$ cat config.mk
export PLATFORM = sky130hd
export DESIGN_NAME = iserdes_test_sequencer
export DESIGN_NICKNAME = d
export VERILOG_FILES = /design/src/rtl/iserdes_test_sequencer.sv
export SDC_FILE = /design/constraint.sdc
export NUM_CORES = 1
export LEC_CHECK = 0
export ABC_AREA = 1
export CAP_MARGIN = 25
export CORE_MARGIN = 2
export CORE_UTILIZATION = 54
export DETAILED_ROUTE_END_ITERATION = 10
export PLACE_DENSITY = 0.8
export SLEW_MARGIN = 30
export SYNTH_ARGS = -nofsm -noshare
export SYNTH_HDL_FRONTEND = slang
export SYNTH_SLANG_ARGS = --single-unit
$ cat constraint.sdc
create_clock -name CLK -period 2.3 [get_ports CLK]
set_clock_uncertainty 0.15 [all_clocks]
set_input_delay 0.345 -clock CLK [delete_from_list [all_inputs] [get_ports CLK]]
set_output_delay 0.345 -clock CLK [all_outputs]
set_load 0.005 [all_outputs]
$ cat src/rtl/iserdes_test_sequencer.sv
// rtl/iserdes_test_sequencer.sv - per-lane ISERDES loopback reset/settle/check sequencer
module iserdes_test_sequencer #(
   parameter int LANES         = 10,
   parameter int RST_CYCLES    = 4,
   parameter int SETTLE_CYCLES = 64,
   parameter int CHECK_CYCLES  = 1024,
   parameter int CNT_WIDTH     = 8
) (
   input  logic                 CLK,
   input  logic                 RST,
   input  logic                 START,
   input  logic [LANES-1:0]     ERROR,
   output logic [LANES-1:0]     LANE_RST,
   output logic [3:0]           CUR_LANE,
   output logic [CNT_WIDTH-1:0] ERR_CNT,
   output logic [LANES-1:0]     PASS,
   output logic                 BUSY,
   output logic                 DONE
);

   // The one shared down-counter must hold the longest phase length.
   localparam int MAX_RS = (RST_CYCLES > SETTLE_CYCLES) ? RST_CYCLES : SETTLE_CYCLES;
   localparam int MAX_ALL = (MAX_RS > CHECK_CYCLES) ? MAX_RS : CHECK_CYCLES;
   localparam int TW = $clog2(MAX_ALL + 1);

   // Timer is loaded with length-1 so a phase lasts exactly its cycle count.
   localparam logic [TW-1:0]        T_RST    = TW'(RST_CYCLES - 1);
   localparam logic [TW-1:0]        T_SETTLE = TW'(SETTLE_CYCLES - 1);
   localparam logic [TW-1:0]        T_CHECK  = TW'(CHECK_CYCLES - 1);
   localparam logic [TW-1:0]        T_ZERO   = '0;
   localparam logic [TW-1:0]        T_ONE    = TW'(1);
   localparam logic [LANES-1:0]     LANE0    = LANES'(1);
   localparam logic [3:0]           LAST     = 4'(LANES - 1);
   localparam logic [CNT_WIDTH-1:0] CNT_MAX  = '1;
   localparam logic [CNT_WIDTH-1:0] CNT_ZERO = '0;

   typedef enum logic [2:0] {
      S_IDLE,
      S_LRST,
      S_SETTLE,
      S_CHECK,
      S_RECORD,
      S_DONE
   } state_t;

   state_t          state;
   logic [TW-1:0]   timer;
   logic [LANES-1:0] lane_mask;
   logic            lane_err;

   // One-hot select of the lane under test; a shift avoids an oversized bit index.
   assign lane_mask = LANE0 << CUR_LANE;
   assign lane_err  = |(ERROR & lane_mask);

   // Sweep FSM: walks each lane through reset, settle, check and record.
   always_ff @(posedge CLK or posedge RST) begin
      if (RST) begin
         state    <= S_IDLE;
         timer    <= T_ZERO;
         LANE_RST <= '1;
         CUR_LANE <= 4'd0;
         ERR_CNT  <= CNT_ZERO;
         PASS     <= '0;
         BUSY     <= 1'b0;
         DONE     <= 1'b0;
      end else begin
         case (state)
            // IDLE keeps all lanes in reset; DONE lets them free-run for the LEDs.
            S_IDLE, S_DONE: begin
               if (START) begin
                  state    <= S_LRST;
                  timer    <= T_RST;
                  LANE_RST <= '1;
                  CUR_LANE <= 4'd0;
                  ERR_CNT  <= CNT_ZERO;
                  PASS     <= '0;
                  BUSY     <= 1'b1;
                  DONE     <= 1'b0;
               end
            end
            S_LRST: begin
               if (timer == T_ZERO) begin
                  state    <= S_SETTLE;
                  timer    <= T_SETTLE;
                  LANE_RST <= ~lane_mask;
               end else begin
                  timer <= timer - T_ONE;
               end
            end
            // Errors during alignment are expected and deliberately not counted.
            S_SETTLE: begin
               if (timer == T_ZERO) begin
                  state <= S_CHECK;
                  timer <= T_CHECK;
               end else begin
                  timer <= timer - T_ONE;
               end
            end
            S_CHECK: begin
               if (lane_err && (ERR_CNT != CNT_MAX))
                  ERR_CNT <= ERR_CNT + 1'b1;
               if (timer == T_ZERO)
                  state <= S_RECORD;
               else
                  timer <= timer - T_ONE;
            end
            // Saturated counts are nonzero, so a saturated lane still fails.
            S_RECORD: begin
               if (ERR_CNT == CNT_ZERO)
                  PASS <= PASS | lane_mask;
               else
                  PASS <= PASS & ~lane_mask;
               if (CUR_LANE == LAST) begin
                  state    <= S_DONE;
                  BUSY     <= 1'b0;
                  DONE     <= 1'b1;
                  LANE_RST <= '0;
               end else begin
                  state    <= S_LRST;
                  timer    <= T_RST;
                  CUR_LANE <= CUR_LANE + 4'd1;
                  ERR_CNT  <= CNT_ZERO;
                  LANE_RST <= '1;
               end
            end
            default: state <= S_IDLE;
         endcase
      end
   end

endmodule

Word-level counts from Yosys, hierarchy flattened
Index checks and enable logic that the tools add are counted.
{ "classes": {"addsub": 3, "multipliers": 0, "div": 0, "order_cmp": 0, "n_eq_ne": 15, "shifts": 1, "n_mux": 32, "bitwise_logic": 4, "n_reduce_logical": 17} }
{ "ops": {"columns": ["cell", "count"], "rows": [
  ["$mux W11", 5],
  ["$pmux W11 S5", 1],
  ["$mux W10", 5],
  ["$pmux W10 S3", 1],
  ["$mux W8", 3],
  ["$pmux W8 S3", 1],
  ["$and A10 B10 Y10", 2],
  ["$pmux W10 S2", 1],
  ["$ne A2 B2 Y1 const B", 8],
  ["$mux W3", 5],
  ["$pmux W3 S5", 1],
  ["$reduce_and A4 Y1", 3],
  ["$logic_not A11 Y1", 1],
  ["$sub A11 B1 Y11 const B", 1],
  ["$not A10 Y10", 1],
  ["$or A10 B10 Y10", 1],
  ["$reduce_or A10 Y1", 1],
  ["$shl A1 B4 Y10 const A", 1],
  ["$reduce_and A3 Y1", 3],
  ["$add A8 B1 Y8 const B", 1],
  ["$logic_not A8 Y1", 1],
  ["$mux W4", 2],
  ["$ne A8 B8 Y1 const B", 1],
  ["$pmux W4 S2", 1],
  ["14 further kinds", 21]
]} }
{ "totals": {"regBits": 48, "latch_bits": 0, "ram_bits": 0, "mem_bits_ro": 0, "inputBits": 13, "out_inout_bits": 34, "memories": 0} }

Depth between registers and ports, before layout
Gate-level depths: netlist of run 1.
{ "depth": {"word_depth": 6, "ltp_mapped": 12, "depth_no_buf": 12} }

Worst setup path after synthesis of run 1
Ideal clock, no wire load.
{ "synth_timing": {"path_kind": "reg-to-reg", "from": "register CUR_LANE[0]", "to": "register ERR_CNT[0]", "setup_time_ns": 0.117, "t_arrival_ns": 1.511, "slack_ns": 0.522, "path_stages_with_launch": 13, "path_buffers": 0, "period_less_slack_ns": 1.778, "cell_sequence": "dfrtp_1 ha_1 ha_1 inv_1 nor2_1 nand2_1 nand2_1 nor2_1 nand3_2 nand2_4 nand2_4 nand2_1 nand2_1"} }
{ "synth_between": {"elab_chain_len": 6} }
{ "synth_rtl": {"columns": ["item", "line", "source"], "rows": [
  ["start, declared", "14", "output logic [3:0] CUR_LANE,"],
  ["start signal, assigned", "121", "CUR_LANE <= CUR_LANE + 4'd1;"],
  ["$shl A1 B4 Y10", "52", "assign lane_mask = LANE0 << CUR_LANE;"],
  ["$and A10 B10 Y10", "53", "assign lane_err = |(ERROR & lane_mask);"],
  ["$reduce_or A10 Y1", "53", null],
  ["$logic_and A1 B1 Y1", "100", "if (lane_err && (ERR_CNT != CNT_MAX))"],
  ["$ne A2 B2 Y1 (no source line)", null, null],
  ["$reduce_and A4 Y1 (no source line) (*)", null, null],
  ["end signal, assigned", "101", "ERR_CNT <= ERR_CNT + 1'b1;"],
  ["end, declared", "15", "output logic [CNT_WIDTH-1:0] ERR_CNT,"]
]} }
Every way passes the cells marked *; elsewhere a longest branch is shown, timed or not.
A chain may end at the register's enable or synchronous reset.

Worst setup path in the final report of run 1
{ "layout_timing": {"from": "register CUR_LANE[1]", "to": "register LANE_RST[3]"} }
{ "layout_between": {"elab_chain_len": 4} }
{ "layout_rtl": {"columns": ["item", "line", "source"], "rows": [
  ["branches (longest 3 deep; another with $mux W10)", null, null],
  ["$pmux W10 S3 (*)", "67", "case (state)"],
  ["end signal, assigned", "85", "LANE_RST <= ~lane_mask;"],
  ["end, declared", "13", "output logic [LANES-1:0] LANE_RST,"]
]} }
Mark *: on every way between the ends. The select of a mux whose other input is x is not followed.

==> flow_metrics.env, run 1 <==
export IMPL_grt_first_pass_wirelength_mm=11.54
export IMPL_synth_seq_cells=48
export IMPL_via_per_inst=5.281
export IMPL_syn_area_per_cell_um2=7.870
export IMPL_core_mm2=0.005205
export IMPL_placement_setup_worst_slack_ps=176.9
export IMPL_drt_iter0_markers=152
export IMPL_path_clk_slew_ps=100
export IMPL_synth_top_cells_by_count="nand2_1, nor2_1, dfrtp_1"
export IMPL_synthToLayoutAreaGrowth_pct=21.52
export IMPL_post_route_period_util_pct=93.69
export IMPL_ys_warnings_count=0
export IMPL_tightestPinTransition_ps=501.0
export IMPL_main_area_contributors_after_synthesis="dfrtp_1, nand2_1, dfstp_2"
export IMPL_maximum_vdd_drop_v=0.0003699
export IMPL_route_final_wire_length_mm=6.798
export IMPL_powerDensity_mw_per_mm2=390.2
export IMPL_arrival_ps=2240
export IMPL_grt_start_max_net_pins=49
export IMPL_ctsRootBufferMaster="clkbuf_8"
export IMPL_boundaryPins=47
export IMPL_status="finished clean"
export IMPL_path_class="register to register"
export IMPL_synthArstFlopShare_pct=100.0
export IMPL_synthesized_area_mm2=0.002959
export IMPL_timing_critical_path_from_type="register"
export IMPL_critical_path_max_fanout=9
export IMPL_maxSlewViolCount=0
export IMPL_power_leakage_nw=1.675
export IMPL_timing_reg2reg_worst_path_depth=8
export IMPL_antenna_cells=0
export IMPL_max_freq_mhz=464.1
export IMPL_start_util_pct=56.85
export IMPL_via_count=2630
export IMPL_floorplan_die_width_um=78.03
export IMPL_required_ps=2390
export IMPL_grt_use_total_pct=23.73
export IMPL_global_route_overflow_total=0
export IMPL_design_final_nets=450
export IMPL_globalplace_congestion=0.8826
export IMPL_drc_errors=0
export IMPL_postCtsSetupBuffers=0
export IMPL_drv_cap=0
export IMPL_post_detailed_route_count_of_antenna_violating_nets=0
export IMPL_netlist_area_leader_share_pct=32.14
export IMPL_whs_ps=226.4
export IMPL_timing_hold_violations_final=0
export IMPL_setup_viol_count_final=0
export IMPL_drt_pre_antenna_iters=4
export IMPL_holdBufCountCts=0
export IMPL_mappedNetlistNets=399
export IMPL_ctsLongestPathBuffers=2
export IMPL_post_synth_top_count_cell="nand2_1"
export IMPL_tns_ps=0
export IMPL_yosysSeqAreaShare_pct=41.01
export IMPL_setup_worst_path_end_class="register"
export IMPL_detail_route_wl_per_cell_um=13.65
export IMPL_unrepaired_setup_endpoints_after_global_routing="false"
export IMPL_timing_max_slew_rel_slack_pct=66.50
export IMPL_number_of_antenna_violations_at_the_first_check_in_global_routing=0
export IMPL_clkSinkCount=48
export IMPL_layout_drive_gt1_share_pct=13.55
export IMPL_layout_setup_ws_ps=145.2
export IMPL_post_dp_hpwl_mm=4.984
export IMPL_cts_htree_levels=2
export IMPL_die_y_um=78.03
export IMPL_yosysUniqueCellTypes=33
export IMPL_numCtsBuffers=5
export IMPL_cts_resized=0
export IMPL_number_of_synthesized_flops_with_an_enable_pin=0
export IMPL_synth_top_cell_by_area="dfrtp_1"
export IMPL_cells_after_synthesis=376
export IMPL_hp_class="primary input to asynchronous set/reset pin"
export IMPL_fp_dieArea_mm2=0.006088
export IMPL_final_min_clock_period_ps=2155
export IMPL_std_cell_rows=26
export IMPL_clk_insertion_delay_late_ps=310
export IMPL_grt_pass1_vias=2454
export IMPL_synth_top_flop_cell="dfrtp_1"
export IMPL_port_buffer_count=46
export IMPL_cts_tree="done"
## layer usage
layer	global-route usage (%)	vias up	part of all wire, %
li1	-	1333	-
met1	32.66	1225	47
met2	37.84	63	46
met3	5.172	9	5.4
met4	7.018	0	1.2
met5	0	-	0
## registers in the layout, indices dropped and copies added, names as in the netlist
register	flops
timer	11
LANE_RST	10
PASS	10
ERR_CNT	8
CUR_LANE	4
state	3
BUSY	1
DONE	1
## cell type report
cell class | instances | area (µm²)
clock buffers | 5 | 68.82
clock inverters | 3 | 18.77
fillers | 424 | 1609
inverters | 36 | 137.6
multi-input cells | 286 | 1567
flip-flops and latches | 48 | 1214
well taps | 70 | 87.58
repair buffers | 50 | 503.0
## worst max-delay path, cell delays in order (launching register included)
cell      delay, ps
dfrtp_1         430
inv_1           130
ha_1            270
inv_1           120
nor2_4          160
nor2_2          100
nor2_2          300
a21boi_0        310
a21oi_1         110
## metrics by stage
stage          area, µm²  utilization, %  power (mW)  std cells
3_3_place_gp        3508           67.40      0.9085        490
4_1_cts             3596           69.09       1.420        498
6_report            3596           69.09       1.403        498
3_5_place_dp        3508           67.40      0.9086        490
2_1_floorplan       2959               -      0.8760        376
5_1_grt             3596           69.09       1.455        498
## cells by family after synthesis
| logic type | count (synthesis) | share of synthesized area [%] |
|---|---|---|
| AOI/OAI and AO/OA | 69 | 13.45 |
| xor gates and xnor gates | 13 | 3.848 |
| adders and majority gates | 10 | 4.228 |
| buffers and inverters | 42 | 6.046 |
| DFF | 48 | 41.01 |
| and+or+nand+nor | 194 | 31.42 |
## placed cells by master (no fill, tap or decap), types with 3 or more instances in the layout
master           count
nand2_4              4
xnor2_1              3
dfstp_2             10
nand4_1              5
dfrtp_1             38
clkbuf_8             5
o31ai_1              6
nand3_2              4
o21ai_0             27
a21boi_0             5
nand2_2              4
inv_1               28
nand2_1             84
nor2_4               5
inv_2                7
a21oi_1             18
o21a_1               5
buf_4                3
nor2_1              49
ha_1                10
xor2_1              10
a31oi_1              3
nor2_2               7
nand3_1             20
nor3_1               8
clkdlybuf4s50_1     46
## report_power, final
group	total, mW	internal, mW	switching, mW	leakage, nW
sequential	0.846	0.845	0.000560	0.536
combinational	0.0453	0.0236	0.0217	1.09
clock	0.512	0.213	0.300	0.0479
total	1.40	1.08	0.322	1.67
## worst paths after layout
path	slack, ps	startpoint	endpoint
min in group CLK	360	LANE_RST[9]$_DFFE_PP1P_	LANE_RST[9]$_DFFE_PP1P_
setup reg to reg	150	CUR_LANE[1]$_DFFE_PP0P_	LANE_RST[3]$_DFFE_PP1P_
hold / removal	230	RST	PASS[8]$_DFFE_PP0P_
hold reg to reg	360	LANE_RST[9]$_DFFE_PP1P_	LANE_RST[9]$_DFFE_PP1P_
setup / recovery	150	CUR_LANE[1]$_DFFE_PP0P_	LANE_RST[3]$_DFFE_PP1P_
max in group asynchronous	1500	RST	LANE_RST[8]$_DFFE_PP1P_
No activity file was read; power rests on OpenSTA's default activity.
==> run 2: changes to the inputs <==
Settings changed: CORE_MARGIN 2 to unset.
==> run 2 against run 1 <==
Net effect: maximum frequency shrank 0.21%; first-iteration DRC count up 16%; hold slack better by 20 ps; routed wire length rose by 0.54%; power up 4.4%; clock-buffer cell count up 1; via count increased by 0.19%; worst setup slack got worse by 4.5 ps; critical path depth unchanged; sequential cell count unchanged; non-clock buffer count unchanged; global-route usage is 1.4 points higher; critical endpoint is now LANE_RST[4]$_DFFE_PP1P_.
==> flow_metrics.env, run 2 (synthesized netlist as in run 1, its figures left out) <==
export IMPL_antenna_cells=0
export IMPL_number_of_antenna_violations_at_the_first_check_in_global_routing=0
export IMPL_drt_iter0_markers=176
export IMPL_maximum_vdd_drop_v=0.0003151
export IMPL_final_min_clock_period_ps=2159
export IMPL_floorplan_die_width_um=76.03
export IMPL_p_seq_share_pct=57.7
export IMPL_largest_register_ffs=11
export IMPL_switching_share_pct=21.70
export IMPL_drt_pre_antenna_iters=4
export IMPL_detail_route_wl_per_cell_um=13.72
export IMPL_power_frac_comb_pct=3.1
export IMPL_grt_start_max_net_pins=25
export IMPL_clkSinkCount=48
export IMPL_path_clk_slew_ps=90
export IMPL_met2_length_mm=3.133
export IMPL_top_register="timer"
export IMPL_cp_slowest_cell="dfrtp_1"
export IMPL_post_route_period_util_pct=93.89
export IMPL_layout_setup_ws_ps=140.6
export IMPL_fp_dieArea_mm2=0.005780
export IMPL_power_leakage_nw=1.680
export IMPL_arrival_ps=2240
export IMPL_critical_path_max_stage_delay_ps=440
export IMPL_route_final_wire_length_mm=6.835
export IMPL_layout_drive_gt1_share_pct=13.55
export IMPL_netSwitchingPower_mw=0.3177
export IMPL_dr_max_layer_used="met4"
export IMPL_maxSlewViolCount=0
export IMPL_global_route_overflow_total=0
export IMPL_max_freq_mhz=463.1
export IMPL_timing_hold_violations_final=0
export IMPL_fin_area_mm2=0.003606
export IMPL_drv_cap=0
export IMPL_postCtsSetupBuffers=0
export IMPL_fillerInstances=405
export IMPL_timing_critical_path_from_type="register"
export IMPL_boundaryPins=47
export IMPL_cts_tree="done"
export IMPL_timing_max_slew_rel_slack_pct=67.08
export IMPL_unrepaired_setup_endpoints_after_global_routing="false"
export IMPL_layout_top_registers="timer: 11 flops, LANE_RST: 10 flops, PASS: 10 flops"
export IMPL_via_count=2635
export IMPL_synthToLayoutAreaGrowth_pct=21.86
export IMPL_worstPathCellList="inv_1, ha_1, inv_1, nor2_4, nor2_2, nor2_4, a21boi_1, a21oi_1"
export IMPL_setup_viol_count_final=0
export IMPL_critical_path_n_buffers_inverters=2
export IMPL_grt_use_total_pct=25.09
export IMPL_ctsLongestPathBuffers=2
export IMPL_path_class="register to register"
export IMPL_powerDensity_mw_per_mm2=406.1
export IMPL_mostFrequentLayoutCell="nand2_1"
export IMPL_hp_class="primary input to asynchronous set/reset pin"
export IMPL_core_mm2=0.005205
export IMPL_placement_setup_worst_slack_ps=24.64
export IMPL_design_final_nets=450
export IMPL_wl_met1_mm=3.312
export IMPL_clk_insertion_delay_late_ps=300
export IMPL_post_dp_hpwl_mm=5.009
export IMPL_globalplace_congestion=0.8194
export IMPL_seqCellArea_mm2=0.001214
export IMPL_numCtsBuffers=5
export IMPL_die_y_um=76.03
export IMPL_std_cell_rows=26
export IMPL_port_buffer_count=46
export IMPL_ctsRootBufferMaster="clkbuf_8"
export IMPL_placed_cell_area_mm2=0.003496
export IMPL_tightestPinTransition_ps=490.5
export IMPL_post_detailed_route_count_of_antenna_violating_nets=0
export IMPL_finish_utilization_pct=69.28
export IMPL_crit_family="simple AND/OR/NAND/NOR gates"
export IMPL_tns_ps=0
export IMPL_setup_worst_path_end_class="register"
export IMPL_status="finished clean"
export IMPL_via_per_inst=5.291
export IMPL_drc_errors=0
export IMPL_internal_power_mw=1.147
export IMPL_clockPowerShare_pct=39.2
export IMPL_wire_length_on_met3_um=331
export IMPL_start_util_pct=56.85
export IMPL_commonest_cells_after_routing_fill_and_taps_aside="nand2_1, nor2_1, clkdlybuf4s50_1"
export IMPL_critical_path_max_fanout=9
export IMPL_required_ps=2380
export IMPL_grt_first_pass_wirelength_mm=11.70
export IMPL_timing_critical_path_from="CUR_LANE[1]$_DFFE_PP0P_"
export IMPL_cts_htree_levels=2
export IMPL_rr_startpoint="CUR_LANE[1]$_DFFE_PP0P_"
export IMPL_multi_input_comb_area_mm2=0.001572
export IMPL_grt_pass1_vias=2450
[run 2: area by class of cell]
type                    count  share of cell area, %
clock inverters             2                 0.3123
flip-flops and latches     48                  33.66
repair buffers             50                  13.60
inverters                  36                  3.817
clock buffers               6                  2.602
well taps                  70                  2.429
multi-input cells         286                  43.58
[run 2: metrics by stage]
step	total power, mW	cells	hold WS (ps)
2_1_floorplan	0.8760	376	324.0
3_3_place_gp	0.9068	490	334.1
3_5_place_dp	0.9071	490	343.3
4_1_cts	1.478	498	252.8
5_1_grt	1.522	498	278.6
6_report	1.464	498	246.0
[run 2: routing by layer]
metal	vias to the layer above	GRT usage, %
met4	0	5.962
li1	1336	-
met3	8	5.150
met1	1222	35.87
met5	-	0
met2	69	39.27
[run 2: worst register-to-register path, delay by kind of cell, from the launching register on]
family / cells / cell delay, ps
compound gates: 2 / 410
simple gates: 3 / 490
buf+inv: 2 / 280
flops: 1 / 440
fa+ha+maj: 1 / 320
[run 2: worst paths after layout]
kind | slack (ps) | depth (start not counted) | endpoint
max | 140 | 8 | LANE_RST[4]$_DFFE_PP1P_
min | 250 | 3 | PASS[1]$_DFFE_PP0P_
max reg2reg | 140 | 8 | LANE_RST[4]$_DFFE_PP1P_
min reg2reg | 360 | 2 | DONE$_DFFE_PP0P_
max in group asynchronous | 1460 | 3 | LANE_RST[6]$_DFFE_PP1P_
min in group CLK | 360 | 2 | DONE$_DFFE_PP0P_
[run 2: timing repair]
action                                  4_1_cts  5_1_grt
resized for setup                             0        2
hold buffers                                  0        0
endpoints found under the setup margin        0        3
[run 2: power groups by stage]
stage,clock network [mW],logic (mW),registers (mW)
floorplan,0,0.0145,0.861
CTS,0.587,0.0459,0.845
global route,0.627,0.0496,0.846
global placement,0,0.0454,0.861
detailed placement,0,0.0457,0.861
finish,0.574,0.0448,0.845
==> run 3: changes to the inputs <==
Settings changed: CAP_MARGIN 25 to 20.
==> results of run 3 <==
Final layout, timing and power as in run 2 (identical DEF).
